File: config.mk
export PLATFORM = sky130hd
export DESIGN_NAME = parking_fee_fifo
export DESIGN_NICKNAME = d
export VERILOG_FILES = /design/src/rtl/parking_fee_fifo.sv
export SDC_FILE = /design/constraint.sdc
export NUM_CORES = 1
export LEC_CHECK = 0
export CAP_MARGIN = 20
export CORE_ASPECT_RATIO = 0.5
export CORE_UTILIZATION = 61
export DETAILED_ROUTE_END_ITERATION = 7
export GPL_ROUTABILITY_DRIVEN = 1
export PLACE_DENSITY = 0.85
export RECOVER_POWER = 25
export SETUP_SLACK_MARGIN = 0.2
export SLEW_MARGIN = 20
export SYNTH_ARGS = -nofsm -noshare
export SYNTH_HDL_FRONTEND = slang
export SYNTH_SLANG_ARGS = --single-unit
File: constraint.sdc
create_clock -name clk -period 11.9 [get_ports clk]
set_input_delay 2.975 -clock clk [delete_from_list [all_inputs] [get_ports clk]]
set_output_delay 2.975 -clock clk [all_outputs]
set_load 0.01 [all_outputs]
File: src/rtl/parking_fee_fifo.sv
// parking_fee_fifo: circular entry-timestamp FIFO with registered duration/fee on each accepted exit
module parking_fee_fifo #(
    parameter int TIME_WIDTH = 16,
    parameter int COST_WIDTH = 16,
    parameter int RATE_WIDTH = 8,
    parameter int DEPTH      = 8,
    parameter int MIN_FEE    = 0
) (
    input  logic                         clk,
    input  logic                         rst,
    input  logic                         entry,
    input  logic                         exit,
    input  logic [TIME_WIDTH-1:0]        global_time,
    input  logic [RATE_WIDTH-1:0]        rate,
    output logic [$clog2(DEPTH+1)-1:0]   occupancy,
    output logic                         full,
    output logic                         empty,
    output logic                         fee_valid,
    output logic [TIME_WIDTH-1:0]        duration,
    output logic [COST_WIDTH-1:0]        fee,
    output logic                         entry_rejected,
    output logic                         exit_rejected
);
    localparam int OW = $clog2(DEPTH+1);
    localparam int AW = $clog2(DEPTH);
    localparam int PW = TIME_WIDTH + RATE_WIDTH;
    localparam int XW = PW > COST_WIDTH ? PW : COST_WIDTH;
    localparam logic [PW-1:0] MIN_P = PW'(MIN_FEE);
    localparam logic [XW-1:0] COST_MAX = XW'({COST_WIDTH{1'b1}});

    logic [TIME_WIDTH-1:0] slot [DEPTH];
    logic [AW-1:0] head, tail, head_next, tail_next;
    logic [OW-1:0] occ_next;
    logic exit_acc, entry_acc;
    logic [TIME_WIDTH-1:0] d;
    logic [PW-1:0] p, q;
    logic [XW-1:0] qx;
    logic [COST_WIDTH-1:0] fee_next;

    always_comb begin
        exit_acc  = exit & ~empty;
        entry_acc = entry & (~full | exit_acc);
        head_next = head == AW'(DEPTH-1) ? '0 : head + AW'(1);
        tail_next = tail == AW'(DEPTH-1) ? '0 : tail + AW'(1);
        occ_next  = entry_acc == exit_acc ? occupancy : entry_acc ? occupancy + OW'(1) : occupancy - OW'(1);
        // modular subtraction makes a wrapped global_time come out right
        d         = global_time - slot[head];
        p         = {{RATE_WIDTH{1'b0}}, d} * {{TIME_WIDTH{1'b0}}, rate};
        q         = p < MIN_P ? MIN_P : p;
        qx        = XW'(q);
        fee_next  = qx > COST_MAX ? '1 : COST_WIDTH'(qx);
    end

    always_ff @(posedge clk) begin
        if (!rst && entry_acc) slot[tail] <= global_time;
    end

    always_ff @(posedge clk) begin
        if (rst) begin
            head           <= '0;
            tail           <= '0;
            occupancy      <= '0;
            full           <= 1'b0;
            empty          <= 1'b1;
            fee_valid      <= 1'b0;
            duration       <= '0;
            fee            <= '0;
            entry_rejected <= 1'b0;
            exit_rejected  <= 1'b0;
        end else begin
            if (entry_acc) tail <= tail_next;
            if (exit_acc) begin
                head     <= head_next;
                duration <= d;
                fee      <= fee_next;
            end
            occupancy      <= occ_next;
            full           <= occ_next == OW'(DEPTH);
            empty          <= occ_next == '0;
            fee_valid      <= exit_acc;
            entry_rejected <= entry & ~entry_acc;
            exit_rejected  <= exit & empty;
        end
    end
endmodule
==> qor.yml <==
status: "completed"
route.detailed.drc: 0
cts_resized: 0
min_period_ps: 10490
yosysWarnings: 0
multi_input_area_um2: 6360
cp_max_fo: 13
dp.final_hpwl_um: 18400
synth_ff_type: "edfxtp_1"
path_clk_slew_ps: 80
gr-total-overflow: 0
viasPerCell: 6.02
drv_cap: 0
start_util_pct: 63.0
nets: 1245
synth_fp_nets: 1183
dieWidth_um: 198
synthDistinctLibCells: 63
synthCells: 1003
tightest_slew_ps: 1040
fmax_mhz: 95.4
rsz0062_at_grt: "false"
syn-cell-area_um2: 11700
ff_latch_area_um2: 4850
grt_max_degree: 51
drive_above_1_share_pct: 8.81
clock_path_buffers: 2
die_height_um: 100
cts_tree: "done"
globalplace.congestion: 0.869
grt_pass1_vias: 8304
syn_area_per_cell_um2: 11.7
final_antenna_net_count: 0
wl_um: 26800
synth-async-reset-ratio_pct: 0
cts_num_sinks: 178
vias: 8043
tns_ps: 0
grt.total_usage_pct: 29.0
fillers: 1195
row_count: 35
port_buffers: 68
cts_setup_buffers: 0
initialDrtViolationCount: 570
synth-edff-count: 128
syn2layout_area_growth_pct: 13.6
holdBufCountCts: 0
core_area_um2: 18600
insertedDiodeCount: 0
die_area_um2: 19800
grt_pass1_wl_um: 43100
clock_skew_ps: 13.0
period_share_pct: 88.1
htree_levels: 4
ys_seq_elements: 178
antenna_found_initial: 0
worstSetupEndpointType: "flip-flop"
cts_buffers: 17
worst_hold_slack_ps: 456
wl_per_cell_um: 20.0
arrival_ps: 10810
cp-start-kind: "input port"
ios: 69
root_buffer: "clkbuf_16"
ys_seq_area_share_pct: 41.3
cp.required_ps: 12220
dr.pass1.iters: 5
final_max_slew_viol_count: 0
hold_class: "flip-flop to flip-flop"
path_class: "input port to flip-flop"
clkLatencyLatePin_ps: 450
relSlewSlack_pct: 29.9
hold_violations: 0
setup-violations-final: 0
r2r_slack_ps: 3060
==> metal layers <==
metal	share of wire (%)	track usage, %	up-vias
li1	-	-	3629
met1	41	37.5	4032
met2	50	50.0	325
met3	6.4	5.17	57
met4	2.4	10.1	0
met5	0	0	-
==> registers in the layout (all words and copies together) (netlist names), named ones only <==
name            flops
slot              128
duration           16
fee                16
occupancy           4
head                3
tail                3
empty               1
entry_rejected      1
exit_rejected       1
fee_valid           1
full                1
==> cell usage in the layout, fill, tap and decap left out, drive strengths merged, types with 7 or more instances in the layout <==
cell type,count
mux2i,25
clkbuf,17
nand2b,10
nand3,12
nor3,20
dlygate4sd3,13
and2,82
clkinv,7
o21ai,14
inv,111
fa,86
edfxtp,128
mux4,32
a21oi,47
a21o,17
nand2,78
xnor2,12
buf,12
dfxtp,50
a31oi,16
o21bai,18
nor2b,22
nor3b,12
nor2,48
clkdlybuf4s50,55
ha,66
xor2,14
==> area by class of cell <==
cell class | count | area share, %
Multi-Input combinational cell | 683 | 47.8
Sequential cell | 178 | 36.4
Timing Repair Buffer | 80 | 5.79
Clock buffer | 17 | 3.20
Inverter | 105 | 2.96
Tap cell | 259 | 2.43
Clock inverter | 15 | 1.42
==> per-stage QoR <==
step / instances / setup slack [ps] / instance area [um2] / utilization [%]
after global placement: 1305 / 1270 / 12700 / 68.2
after CTS: 1337 / 1560 / 13300 / 71.5
final: 1337 / 1410 / 13300 / 71.5
after global routing: 1337 / 990 / 13300 / 71.5
after detailed placement: 1305 / 1110 / 12700 / 68.2
after floorplan: 1003 / 2270 / 11700 / -
==> cells in the mapped netlist (all sizes together), types with 2 or more instances <==
cell	instances	area share (%)
a211o	2	0.15
fa	86	15
nand4	2	0.11
a21o	17	1.1
and3	3	0.16
a2111oi	3	0.28
nand3	12	0.56
mux4	32	6.1
a31oi	16	0.85
nand2b	10	0.53
a32oi	2	0.15
clkbuf	29	0.93
o211ai	3	0.19
edfxtp	128	33
xnor2	12	0.90
nand4b	2	0.15
nand2	78	2.5
ha	66	7.0
mux2i	25	2.1
a31o	2	0.15
inv	105	3.4
mux2	2	0.19
buf	8	0.37
a211oi	6	0.43
o21ai	14	0.60
nor2	48	1.6
nor2b	22	1.2
dfxtp	50	8.5
nand3b	2	0.13
and2	82	4.4
or3	2	0.11
nor3b	12	0.77
or4	3	0.26
nor3	20	0.85
o32ai	2	0.15
a21oi	47	2.0
xor2	14	1.0
o2111ai	3	0.28
o21bai	18	1.2
==> path summary, 6_finish.rpt <==
kind / from / to / depth (start not counted)
setup / recovery: global_time[0] / fee[10]$_SDFFE_PP0P_ / 28
hold / removal: duration[5]$_SDFFE_PP0P_ / duration[5]$_SDFFE_PP0P_ / 2
setup reg to reg: flip-flop / fee[10]$_SDFFE_PP0P_ / 27
hold reg to reg: duration[5]$_SDFFE_PP0P_ / duration[5]$_SDFFE_PP0P_ / 2
==> kinds of logic after synthesis <==
group	Yosys count	share of synthesized area, %
compound gates	145	8.31
flops	178	41.3
xor+xnor	26	1.94
fa+ha+maj	152	21.7
mux	59	8.48
simple gates	301	13.5
buf+inv	142	4.67
==> critical path, cell delays in order <==
cell and delay (ps):
dlygate4sd3_1 670, inv_1 100, ha_1 170, inv_1 60, fa_1 400, a21o_1 180
a21o_1 220, a2111oi_2 500, o211ai_1 180, a31o_2 270, a21oi_1 170, xnor2_1 320
and2_1 240, fa_1 450, fa_1 480, fa_1 540, inv_1 50, fa_1 520
inv_1 40, ha_1 500, a21oi_1 200, a21o_1 190, a32oi_1 180, o2111a_1 200
nand4_1 110, or4_4 480, nor2_4 250, a31oi_1 140
Power is left out: the tool's default activity adds up to more than one toggle a clock period on the data nets, which glitch-free logic cannot reach.
